## src/rtl/mem_arbiter_ctrl_if.sv

```systemverilog
// Bundle between the two requesters, the arbiter/controller and the single-port RAM.
//   slave  : the controller's view (takes requests and RAM read data, drives grants, valids and
//            the RAM address/we/data lines).
//   master : the environment's view (requesters plus RAM).
// Signals:
//   rqN_req/we/addr/wdata  request side, held stable until rqN_gnt
//   rqN_gnt, rqN_rvalid    one-cycle pulses back to requester N
//   mc_rdata               shared registered read data
//   mc_address_mem, mem_we, mem_data_in   RAM control/write lines
//   mem_data_out           RAM read data (registered-address RAM)
interface mem_arbiter_ctrl_if #(
    parameter int unsigned DATA_W = 32,
    parameter int unsigned ADDR_W = 6
);
    logic              rq0_req;
    logic              rq0_we;
    logic [ADDR_W-1:0] rq0_addr;
    logic [DATA_W-1:0] rq0_wdata;
    logic              rq0_gnt;
    logic              rq0_rvalid;
    logic              rq1_req;
    logic              rq1_we;
    logic [ADDR_W-1:0] rq1_addr;
    logic [DATA_W-1:0] rq1_wdata;
    logic              rq1_gnt;
    logic              rq1_rvalid;
    logic [DATA_W-1:0] mc_rdata;
    logic [ADDR_W-1:0] mc_address_mem;
    logic              mem_we;
    logic [DATA_W-1:0] mem_data_in;
    logic [DATA_W-1:0] mem_data_out;

    modport slave (
        input  rq0_req, rq0_we, rq0_addr, rq0_wdata,
        input  rq1_req, rq1_we, rq1_addr, rq1_wdata,
        input  mem_data_out,
        output rq0_gnt, rq0_rvalid, rq1_gnt, rq1_rvalid,
        output mc_rdata, mc_address_mem, mem_we, mem_data_in
    );

    modport master (
        output rq0_req, rq0_we, rq0_addr, rq0_wdata,
        output rq1_req, rq1_we, rq1_addr, rq1_wdata,
        output mem_data_out,
        input  rq0_gnt, rq0_rvalid, rq1_gnt, rq1_rvalid,
        input  mc_rdata, mc_address_mem, mem_we, mem_data_in
    );
endinterface

```

## src/rtl/mem_arbiter_ctrl.sv

```systemverilog
// Two-requester arbiter and controller for a single-port RAM with registered read address.
// One transaction in flight: IDLE (arbitrate + latch) -> ISSUE (grant, drive RAM) -> IDLE for a
// write, or -> RDWAIT (capture RAM data) -> IDLE with an rvalid pulse for a read.
// Ports:
//   mem_clk  rising-edge clock
//   mem_rst  asynchronous active-high reset
//   bus_io   mem_arbiter_ctrl_if.slave (requests, grants, read data, RAM lines)
// Build option: define MC_ROUND_ROBIN_EN for round-robin tie breaking; otherwise requester 0
// wins every tie and no pointer flop exists.
// DATA_W/ADDR_W must match the interface instance parameters.
module mem_arbiter_ctrl #(
    parameter int unsigned DATA_W = 32,
    parameter int unsigned ADDR_W = 6
) (
    input  logic              mem_clk,
    input  logic              mem_rst,
    mem_arbiter_ctrl_if.slave bus_io
);

    typedef enum logic [1:0] {StIdle, StIssue, StRdWait} state_e;

    state_e            state_q, state_d;
    logic              sel_q, sel_d;       // requester owning the in-flight transaction
    logic              we_q, we_d;
    logic [ADDR_W-1:0] addr_q, addr_d;
    logic [DATA_W-1:0] wdata_q, wdata_d;
    logic [DATA_W-1:0] rdata_q, rdata_d;
    logic              rvalid0_q, rvalid0_d;
    logic              rvalid1_q, rvalid1_d;
    logic              any_req;
    logic              win;                // requester chosen this cycle (meaningful if any_req)

    assign any_req = bus_io.rq0_req | bus_io.rq1_req;

`ifdef MC_ROUND_ROBIN_EN
    logic rr_q, rr_d;                      // requester that wins the next tie

    always_comb begin
        win  = (bus_io.rq0_req && bus_io.rq1_req) ? rr_q : !bus_io.rq0_req;
        rr_d = rr_q;
        // Every grant hands the next tie to the other requester.
        if (state_q == StIdle && any_req) begin
            rr_d = !win;
        end
    end

    always_ff @(posedge mem_clk or posedge mem_rst) begin
        if (mem_rst) begin
            rr_q <= 1'b0;
        end else begin
            rr_q <= rr_d;
        end
    end
`else
    // Fixed priority: requester 0 whenever it asks.
    always_comb begin
        win = !bus_io.rq0_req;
    end
`endif

    // State register
    always_ff @(posedge mem_clk or posedge mem_rst) begin
        if (mem_rst) begin
            state_q   <= StIdle;
            sel_q     <= 1'b0;
            we_q      <= 1'b0;
            addr_q    <= '0;
            wdata_q   <= '0;
            rdata_q   <= '0;
            rvalid0_q <= 1'b0;
            rvalid1_q <= 1'b0;
        end else begin
            state_q   <= state_d;
            sel_q     <= sel_d;
            we_q      <= we_d;
            addr_q    <= addr_d;
            wdata_q   <= wdata_d;
            rdata_q   <= rdata_d;
            rvalid0_q <= rvalid0_d;
            rvalid1_q <= rvalid1_d;
        end
    end

    // Next-state logic
    always_comb begin
        state_d   = state_q;
        sel_d     = sel_q;
        we_d      = we_q;
        addr_d    = addr_q;
        wdata_d   = wdata_q;
        rdata_d   = rdata_q;
        rvalid0_d = 1'b0;
        rvalid1_d = 1'b0;
        unique case (state_q)
            StIdle: begin
                if (any_req) begin
                    sel_d   = win;
                    we_d    = win ? bus_io.rq1_we : bus_io.rq0_we;
                    addr_d  = win ? bus_io.rq1_addr : bus_io.rq0_addr;
                    // Write data only moves on writes so mem_data_in keeps the last written word.
                    if (we_d) begin
                        wdata_d = win ? bus_io.rq1_wdata : bus_io.rq0_wdata;
                    end
                    state_d = StIssue;
                end
            end
            StIssue: begin
                state_d = we_q ? StIdle : StRdWait;
            end
            StRdWait: begin
                // RAM registered the address at the end of ISSUE; its data is valid now.
                rdata_d   = bus_io.mem_data_out;
                rvalid0_d = !sel_q;
                rvalid1_d = sel_q;
                state_d   = StIdle;
            end
            default: begin
                state_d = StIdle;
            end
        endcase
    end

    // Outputs
    always_comb begin
        bus_io.rq0_gnt        = (state_q == StIssue) && !sel_q;
        bus_io.rq1_gnt        = (state_q == StIssue) && sel_q;
        bus_io.mem_we         = (state_q == StIssue) && we_q;
        bus_io.mc_address_mem = addr_q;
        bus_io.mem_data_in    = wdata_q;
        bus_io.mc_rdata       = rdata_q;
        bus_io.rq0_rvalid     = rvalid0_q;
        bus_io.rq1_rvalid     = rvalid1_q;
    end

endmodule
```

## src/flat_wrapper.sv

```systemverilog
// flat-port wrapper written by rule: the top's interface ports become plain ports
module mem_arbiter_ctrl_flat 
#(
    parameter int unsigned DATA_W = 32,
    parameter int unsigned ADDR_W = 6
)
  (mem_clk, mem_rst, bus_io_rq0_req, bus_io_rq0_we, bus_io_rq0_addr, bus_io_rq0_wdata, bus_io_rq1_req, bus_io_rq1_we, bus_io_rq1_addr, bus_io_rq1_wdata, bus_io_mem_data_out, bus_io_rq0_gnt, bus_io_rq0_rvalid, bus_io_rq1_gnt, bus_io_rq1_rvalid, bus_io_mc_rdata, bus_io_mc_address_mem, bus_io_mem_we, bus_io_mem_data_in);
  mem_arbiter_ctrl_if #(.DATA_W(DATA_W), .ADDR_W(ADDR_W)) bus_io_i ();
  input  logic mem_clk;
  input  logic mem_rst;
  input wire logic [$bits(bus_io_i.rq0_req)-1:0] bus_io_rq0_req;
  input wire logic [$bits(bus_io_i.rq0_we)-1:0] bus_io_rq0_we;
  input wire logic [$bits(bus_io_i.rq0_addr)-1:0] bus_io_rq0_addr;
  input wire logic [$bits(bus_io_i.rq0_wdata)-1:0] bus_io_rq0_wdata;
  input wire logic [$bits(bus_io_i.rq1_req)-1:0] bus_io_rq1_req;
  input wire logic [$bits(bus_io_i.rq1_we)-1:0] bus_io_rq1_we;
  input wire logic [$bits(bus_io_i.rq1_addr)-1:0] bus_io_rq1_addr;
  input wire logic [$bits(bus_io_i.rq1_wdata)-1:0] bus_io_rq1_wdata;
  input wire logic [$bits(bus_io_i.mem_data_out)-1:0] bus_io_mem_data_out;
  output wire logic [$bits(bus_io_i.rq0_gnt)-1:0] bus_io_rq0_gnt;
  output wire logic [$bits(bus_io_i.rq0_rvalid)-1:0] bus_io_rq0_rvalid;
  output wire logic [$bits(bus_io_i.rq1_gnt)-1:0] bus_io_rq1_gnt;
  output wire logic [$bits(bus_io_i.rq1_rvalid)-1:0] bus_io_rq1_rvalid;
  output wire logic [$bits(bus_io_i.mc_rdata)-1:0] bus_io_mc_rdata;
  output wire logic [$bits(bus_io_i.mc_address_mem)-1:0] bus_io_mc_address_mem;
  output wire logic [$bits(bus_io_i.mem_we)-1:0] bus_io_mem_we;
  output wire logic [$bits(bus_io_i.mem_data_in)-1:0] bus_io_mem_data_in;
  assign bus_io_i.rq0_req = bus_io_rq0_req;
  assign bus_io_i.rq0_we = bus_io_rq0_we;
  assign bus_io_i.rq0_addr = bus_io_rq0_addr;
  assign bus_io_i.rq0_wdata = bus_io_rq0_wdata;
  assign bus_io_i.rq1_req = bus_io_rq1_req;
  assign bus_io_i.rq1_we = bus_io_rq1_we;
  assign bus_io_i.rq1_addr = bus_io_rq1_addr;
  assign bus_io_i.rq1_wdata = bus_io_rq1_wdata;
  assign bus_io_i.mem_data_out = bus_io_mem_data_out;
  assign bus_io_rq0_gnt = bus_io_i.rq0_gnt;
  assign bus_io_rq0_rvalid = bus_io_i.rq0_rvalid;
  assign bus_io_rq1_gnt = bus_io_i.rq1_gnt;
  assign bus_io_rq1_rvalid = bus_io_i.rq1_rvalid;
  assign bus_io_mc_rdata = bus_io_i.mc_rdata;
  assign bus_io_mc_address_mem = bus_io_i.mc_address_mem;
  assign bus_io_mem_we = bus_io_i.mem_we;
  assign bus_io_mem_data_in = bus_io_i.mem_data_in;
  mem_arbiter_ctrl #(.DATA_W(DATA_W), .ADDR_W(ADDR_W)) u_core (.mem_clk(mem_clk), .mem_rst(mem_rst), .bus_io(bus_io_i));
endmodule
```

## config.mk

```make
export PLATFORM = sky130hd
export DESIGN_NAME = mem_arbiter_ctrl_flat
export DESIGN_NICKNAME = d
export VERILOG_FILES = /design/src/rtl/mem_arbiter_ctrl_if.sv /design/src/rtl/mem_arbiter_ctrl.sv /design/src/flat_wrapper.sv
export SDC_FILE = /design/constraint.sdc
export NUM_CORES = 1
export LEC_CHECK = 0
export CAP_MARGIN = 20
export CORE_ASPECT_RATIO = 1.4
export CORE_MARGIN = 1.5
export CORE_UTILIZATION = 41
export CTS_BUF_LIST = sky130_fd_sc_hd__clkbuf_8
export DETAILED_ROUTE_END_ITERATION = 16
export DONT_BUFFER_PORTS = 1
export GPL_ROUTABILITY_DRIVEN = 0
export PLACE_DENSITY = 0.55
export REMOVE_ABC_BUFFERS = 1
export SLEW_MARGIN = 40
export SYNTH_ARGS = -nofsm -noshare
export SYNTH_HDL_FRONTEND = slang
export SYNTH_SLANG_ARGS = --single-unit
```

## constraint.sdc

```tcl
create_clock -name mem_clk -period 2.1 [get_ports mem_clk]
set_clock_uncertainty 0.1 [all_clocks]
set_input_delay 0.21 -clock mem_clk [delete_from_list [all_inputs] [get_ports mem_clk]]
set_output_delay 0.21 -clock mem_clk [all_outputs]
set_load 0.1 [all_outputs]
```

==> reports/qor.txt, run 1 <==
Vias - 2181
Yosys warning count - 0
Overall global routing resource usage - 18.6%
Initial core utilization - 42.6%
Buffer depth of the longest clock path - 2
CP Data Required Time - 1.79 ns
Multi-input gate area - 1330 um^2
Die area - 8670 um^2
First-pass GRT wire length - 11900 um
Final core occ - 58.3%
Avg WL per Cell - 18.1 um
Slowest stage cell, crit path - dfrtp_1
Die height - 110 um
Critical path type - flip-flop to output port
Pin count of the biggest net entering global routing - 77
Post-CTS Resized - 0
Async SR Flop Fraction - 100%
Register area - 1900 um^2
Crit path DAT - 1.41 ns
CTS tree - yes
Max incr delay on CP - 0.41 ns
Post-synth EDFFs - 0
# nets final - 443
Max Cap Viol - 0
First-iteration detailed-routing DRC count - 71
Outcome - finished, final reports clean
Post-CTS Setup Inserts - 0
Worst Setup End Kind - output port
Post-Syn Instances - 216
Slew @ Worst Pin - 0.426 ns
Post-route minimum period - 1.72 ns
Number of global-route vias before repair - 2463
Synth Area per Inst - 15.4 um^2
Hold Fails Final Rpt - 0
Commonest cells after routing, fill and taps aside - mux2_2 (105), buf_4 (76), dfrtp_1 (76)
Final WL - 7850 um
Clock Latency Late Sink - 0.34 ns
Reg clk slew, reported paths - 0.07 ns
Number of synthesized register bits - 76
Total CTS buffers - 9
Hold crit path type - primary input to flip-flop
Setup crit start kind - flip-flop
H-tree depth - 3
# fillers - 627
Most common cell after layout, fill and taps aside - mux2_2
Antenna viol nets, final - 0
Maximum fanout along the worst path - 4
Post-Syn Area - 3320 um^2
Setup-failing EPs final - 0
CORE AREA - 7800 um^2
Clock Root Buffer - clkbuf_8
Slew margin rel. - 71.6%
FP Rows - 38
Post-detail-place hpwl - 5410 um
IO Pins - 189
Final critical-path share of the clock period - 82.0%
Crit path cell chain - nand2b_1 > nor2_2 > buf_4
# diodes - 0
Vias per cell - 5.04
Top FF cell, synth - dfrtp_1
Initial antenna violation count - 0
Part of the Yosys area used for sequential elements - 57.2%
P&R area growth vs syn - 36.8%
Drt drc - 0
Synth unique cells - 16
Ratio of cells with drive above 1 in the final layout - 61.3%
CTS sink cnt - 76
Highest Clock Rate - 581 MHz
Final Max Slew Viols - 0
GRT overflow - 0
DRT Pass-1 Iters - 4
Port buffer count - 0
Die W - 79.1 um
Hold Buf Count CTS - 36
Unrepaired setup endpoints after global routing - no
[path summary, 6_finish.rpt]
check,slack (ns),to,cells past startpoint,start
min reg2reg,0.36,u_core.state_q[1],1,u_core.we_q
max,0.38,bus_io_mem_we,3,u_core.state_q[1]
max in group asynchronous,1.26,u_core.bus_io.rq0_rvalid,3,mem_rst
max reg2reg,0.41,u_core.bus_io.mem_data_in[21],4,u_core.state_q[0]
min in group asynchronous,0.30,u_core.bus_io.mc_rdata[27],3,mem_rst
min,0.03,u_core.bus_io.mem_data_in[26],2,bus_io_rq1_wdata[26]
[cell families after synthesis]
| group | Yosys count | synth area share, % |
|---|---|---|
| simple gates | 11 | 1.96 |
| mux | 108 | 36.6 |
| flops | 76 | 57.2 |
| compound gates | 5 | 1.36 |
| buf+inv | 16 | 2.90 |
[cells in the mapped netlist (2+ instances only)]
cell type    n  share of area [%]
a21oi_1      2               0.30
buf_2        8                1.2
buf_6        3                1.0
dfrtp_1     76                 57
inv_1        4               0.45
mux2_1       3                1.0
mux2_2     105                 36
nand2b_1     2               0.38
nor2_1       6               0.68
[flip-flops by register name (all words and copies together) (netlist names)]
name,flops
u_core.bus_io.rq0_rvalid,1
u_core.we_q,1
u_core.bus_io.rq1_rvalid,1
u_core.state_q,2
u_core.bus_io.mc_rdata,32
u_core.bus_io.mem_data_in,32
u_core.bus_io.mc_address_mem,6
u_core.sel_q,1
[routing by layer]
layer | vias up | GRT usage (%) | part of all wire [%]
met5 | - | 0 | 0
met4 | 0 | 9.77 | 2.5
met3 | 14 | 4.32 | 6.5
met2 | 116 | 36.7 | 58
met1 | 1066 | 17.2 | 33
li1 | 985 | - | -
[layout make-up]
| cell class | instances | share of cell area, % |
|---|---|---|
| well taps | 100 | 2.75 |
| clock buffers | 12 | 3.63 |
| repair buffers | 114 | 21.3 |
| clock inverters | 3 | 0.825 |
| flip-flops and latches | 76 | 41.8 |
| multi-input cells | 124 | 29.3 |
| inverters | 4 | 0.330 |
[worst max-delay path, delay by kind of cell (launching register included)]
family	cells	cell delay (ns)
simple gates	2	0.35
flops	1	0.41
buf+inv	1	0.30
[stage by stage]
| stage | TNS, ns | setup slack (ns) | instance area [um^2] | hold slack, ns | cells |
|---|---|---|---|---|---|
| floorplan | -11.36 | -0.148 | 3240 | 0.196 | 204 |
| CTS | 0 | 0.364 | 4550 | 0.0125 | 433 |
| global route | 0 | 0.309 | 4550 | 0.0224 | 433 |
| global placement | 0 | 0.532 | 3990 | 0.111 | 382 |
| finish | 0 | 0.379 | 4550 | 0.0336 | 433 |
| detailed placement | 0 | 0.426 | 3990 | 0.118 | 382 |
Power of run 1 is left out: the tool's default activity adds up to more than one toggle a clock period on the data nets, which glitch-free logic cannot reach.
==> run 2, diff against run 1 <==
PLACE_DENSITY = 0.53   (was 0.55)
clock period = 1.7 ns   (was 2.1 ns; I/O delays follow)
==> run 2 against run 1 <==
Effect of this change: non-clock buffer count rose by 33; sequential share of layout area is 3.1 points lower; setup slack lost 0.37 ns; worst hold slack worse by 0.018 ns; register-to-register slack worse by 0.33 ns; global-route usage increased by 0.26 points; die area is the same; final area up 8.1%; critical path depth up 1; first-iteration DRC count rose by 21%; critical endpoint is now u_core.bus_io.mem_data_in[2]; utilization grew 4.7 points; via count increased by 5.0%.
==> reports/qor.txt, run 2 (synthesis gave the netlist of run 1 again) <==
Slew margin rel. - 70.6%
CTS sink cnt - 76
DRT Pass-1 Iters - 6
Worst Reg-to-Reg Cells - 5
Hold crit path type - primary input to flip-flop
# diodes - 0
Crit path cell chain - dlygate4sd3_1 > mux2_2 > dlygate4sd3_1 > mux2_2
Highest Clock Rate - 592 MHz
Post-detail-place hpwl - 5180 um
Reg-to-reg slack, setup - 0.08 ns
Worst Setup End Kind - flip-flop
Die area - 8670 um^2
Crit path max-delay family - buffers and inverters
Wl on met1 - 2730 um
Final critical-path share of the clock period - 99.3%
Slew @ Worst Pin - 0.441 ns
H-tree depth - 3
Hold Fails Final Rpt - 0
Hold depth - 2
Initial antenna violation count - 0
Antenna viol nets, final - 0
Setup_tns - 0 ns
Pin count of the biggest net entering global routing - 77
FP Rows - 38
Hold WS - 0.0161 ns
Port buffer count - 0
Slowest stage cell, crit path - dlygate4sd3_1
CORE AREA - 7800 um^2
Die W - 79.1 um
Die height - 110 um
Reg clk slew, reported paths - 0.07 ns
Total CTS buffers - 9
Avg WL per Cell - 17.0 um
CP Data Required Time - 1.82 ns
Unrepaired setup endpoints after global routing - no
Launch point of the worst hold path - bus_io_rq1_wdata[18]
Crit path DAT - 1.81 ns
# fillers - 583
Final Max Slew Viols - 0
IO Pins - 189
Critical path type - primary input to flip-flop
Post-CTS Setup Inserts - 0
First-pass GRT wire length - 12300 um
P&R area growth vs syn - 47.9%
Initial core utilization - 42.6%
Critical Path End - u_core.bus_io.mem_data_in[2]
CTS tree - yes
Setup-failing EPs final - 0
Outcome - finished, final reports clean
Clock Latency Late Sink - 0.33 ns
Worst R2R Start - u_core.state_q[0]
Number of global-route vias before repair - 2502
Worst setup path start - bus_io_rq1_wdata[2]
Commonest cells after routing, fill and taps aside - mux2_2 (105), dfrtp_1 (76), buf_4 (73)
Vias per cell - 4.90
Clock Root Buffer - clkbuf_8
Most common cell after layout, fill and taps aside - mux2_2
Ratio of cells with drive above 1 in the final layout - 56.7%
Overall global routing resource usage - 18.8%
Final core occ - 63.1%
Maximum fanout along the worst path - 1
Top Metal Used - met4
Drt drc - 0
Worst path buffer plus inverter count - 2
Buffer depth of the longest clock path - 2
First-iteration detailed-routing DRC count - 86
Max incr delay on CP - 0.56 ns
Post-route minimum period - 1.69 ns
Final WL - 7920 um
Setup crit start kind - primary input
# nets final - 476
GRT overflow - 0
CP Depth - 4
Capturing point of the worst reg2reg path - u_core.sel_q
Max Cap Viol - 0
Vias - 2289
Metal3 WL - 518 um
Met2 Wirelength - 4430 um
## run 2: changes by cell type in the layout (fill, tap and decap cells not counted), sizes merged
cell / delta
bufinv: -1
buf: +1
clkbuf: +2
dlygate4sd3: +32
## run 2: worst min-delay path by stage
| stage | end | slack [ns] |
|---|---|---|
| finish | u_core.bus_io.mem_data_in[18] | 0.02 |
| detailed placement | u_core.bus_io.mc_rdata[6] | 0.08 |
| floorplan | u_core.sel_q | 0.16 |
| CTS | u_core.bus_io.mc_address_mem[3] | 0.000003 |
| global route | u_core.bus_io.mem_data_in[18] | 0.0002 |
| global placement | u_core.bus_io.mc_rdata[15] | 0.07 |
## run 2: metal layers
layer | GRT usage, % | vias up
li1 | - | 1049
met1 | 20.6 | 1106
met4 | 11.4 | 0
met2 | 33.5 | 116
met3 | 3.57 | 18
met5 | 0 | -
## run 2: layout make-up
| cell class | instances | area, um^2 | share of cell area [%] |
|---|---|---|---|
| multi-input cells | 124 | 1340 | 27.3 |
| clock buffers | 14 | 193 | 3.92 |
| inverters | 4 | 15.0 | 0.305 |
| flip-flops and latches | 76 | 1900 | 38.7 |
| clock inverters | 2 | 7.51 | 0.153 |
| well taps | 100 | 125 | 2.54 |
| repair buffers | 147 | 1340 | 27.2 |
## run 2: per-stage QoR
| stage | cell area, um^2 | setup slack (ns) | instances |
|---|---|---|---|
| after floorplan | 3240 | -0.508 | 204 |
| after global placement | 4010 | 0.195 | 383 |
| after detailed placement | 4010 | 0.129 | 383 |
| after CTS | 4890 | 0.0124 | 467 |
| after global routing | 4920 | 0.00143 | 467 |
| final | 4920 | 0.0112 | 467 |
## run 2: worst register-to-register path: stages (launching register included)
cell           delay (ns)
dfrtp_1              0.40
nor2_2               0.07
buf_4                0.14
a21oi_1              0.16
a21oi_1              0.06
dlygate4sd3_1        0.57
## run 2: timing repair
| item | 4_1_cts | 5_1_grt |
|---|---|---|
| pin swaps | 0 | 0 |
| cloned | 0 | 0 |
| hold buffers | 68 | 0 |
| endpoints found under the setup margin | 2 | 4 |
| hold endpoints to repair | 128 | 0 |
| resized for setup | 2 | 6 |
Power of run 2 is left out for the same reason.
==> run 3, diff against run 2 <==
CORE_UTILIZATION = 53   (was 41)
CTS_CLUSTER_DIAMETER = 60   (was not set)
PLACE_DENSITY = 0.66   (was 0.53)
==> run 3 against run 2 <==
Effect of this change: global-route usage up 4.9 points; critical path depth unchanged; setup slack better by 0.018 ns; wire length down 0.42%; maximum frequency up 1.1%; first-iteration DRC count down 26%; non-clock buffer count down 28; utilization up 14 points; cell count down 12%; die area down 22%.
==> reports/qor.txt, run 3 (synthesis gave the netlist of run 1 again) <==
Outcome - finished, final reports clean
# diodes - 0
Crit path cell chain - dlygate4sd3_1 > mux2_2 > dlygate4sd3_1 > mux2_4
DRT Pass-1 Iters - 4
Number of global-route vias before repair - 2599
Slowest stage cell, crit path - dlygate4sd3_1
CORE AREA - 6130 um^2
Critical path type - primary input to flip-flop
Hold WS - 0.0145 ns
P&R area growth vs syn - 41.6%
Crit path max-delay family - buffers and inverters
First-iteration detailed-routing DRC count - 64
Highest Clock Rate - 599 MHz
Vias per cell - 5.51
Drt drc - 0
Hold Fails Final Rpt - 0
Max Cap Viol - 0
Avg WL per Cell - 19.2 um
Most used cell, CP - dlygate4sd3_1
H-tree depth - 3
Worst Setup End Kind - flip-flop
Initial core utilization - 54.3%
Most common cell after layout, fill and taps aside - mux2_2
CP Data Required Time - 1.81 ns
Die W - 69.9 um
# nets final - 448
GRT overflow - 0
CTS sink cnt - 76
FP Rows - 34
Post-detail-place hpwl - 5170 um
Setup_tns - 0 ns
Register area - 1900 um^2
Port buffer count - 0
Worst path buffer plus inverter count - 2
Multi-input gate area - 1340 um^2
Die area - 6760 um^2
Final core occ - 76.8%
Post-route minimum period - 1.67 ns
Crit path DAT - 1.78 ns
Clock Root Buffer - clkbuf_8
Vias - 2258
Overall global routing resource usage - 23.7%
Reg clk slew, reported paths - 0.08 ns
Max incr delay on CP - 0.56 ns
Initial antenna violation count - 0
Maximum fanout along the worst path - 1
# fillers - 370
Setup crit start kind - primary input
Antenna viol nets, final - 0
Hold crit path type - primary input to flip-flop
IO Pins - 189
Die height - 96.7 um
Pin count of the biggest net entering global routing - 77
Final WL - 7880 um
Unrepaired setup endpoints after global routing - no
Setup-failing EPs final - 0
Final Max Slew Viols - 0
Slew @ Worst Pin - 0.426 ns
Total CTS buffers - 9
Slew margin rel. - 71.6%
Buffer depth of the longest clock path - 2
Final critical-path share of the clock period - 98.3%
Ratio of cells with drive above 1 in the final layout - 61.5%
First-pass GRT wire length - 12600 um
Clock Latency Late Sink - 0.33 ns
CTS tree - yes
Commonest cells after routing, fill and taps aside - mux2_2 (105), dfrtp_1 (76), buf_4 (72)
==> run 3: area by class of cell <==
cell class	instances	area share, %
Sequential cell	76	40.4
Multi-Input combinational cell	124	28.5
Timing Repair Buffer	119	23.1
Clock buffer	11	3.22
Clock inverter	4	2.55
Tap cell	72	1.91
Inverter	4	0.319
==> run 3: worst reg2reg max path, stage by stage, from the launching register on <==
cell and delay [ns]:
dfrtp_1 0.42, nor2_4 0.16, a21boi_4 0.27, clkbuf_16 0.23, mux2_2 0.34
==> run 3: final timing paths <==
kind,startpoint,to,slack [ns],cells after the start
min in group asynchronous,mem_rst,u_core.bus_io.mc_rdata[26],0.29,3
worst max register to register,u_core.state_q[0],u_core.bus_io.mem_data_in[19],0.07,4
worst min register to register,u_core.we_q,u_core.state_q[1],0.38,1
worst max-delay path,bus_io_rq1_wdata[29],u_core.bus_io.mem_data_in[29],0.03,4
worst min-delay path,bus_io_rq1_wdata[21],u_core.bus_io.mem_data_in[21],0.01,2
max in group asynchronous,mem_rst,u_core.bus_io.mem_data_in[31],0.91,3
==> run 3: per-stage QoR <==
| step | cell area [um^2] | instances | worst slack [ns] |
|---|---|---|---|
| after floorplan | 3240 | 204 | -0.508 |
| after global placement | 4000 | 354 | 0.146 |
| after detailed placement | 4000 | 354 | 0.0560 |
| after CTS | 4670 | 409 | 0.0259 |
| after global routing | 4710 | 410 | 0.0159 |
| final | 4710 | 410 | 0.0293 |
==> run 3: timing repair <==
| item | CTS | global route |
|---|---|---|
| hold buffers | 40 | 0 |
| endpoints found under the hold margin | 112 | 0 |
| endpoints found under the setup margin | 0 | 3 |
| gates resized for setup | 0 | 2 |
| buffers inserted | 0 | 0 |
==> run 3: routing by layer <==
metal	up-vias	GRT usage (%)	share of wire (%)
met5	-	0	0
met4	0	9.47	1.2
met3	10	6.46	7.5
met2	131	43.5	57
met1	1128	25.2	35
li1	989	-	-
Power of run 3 is left out for the same reason.
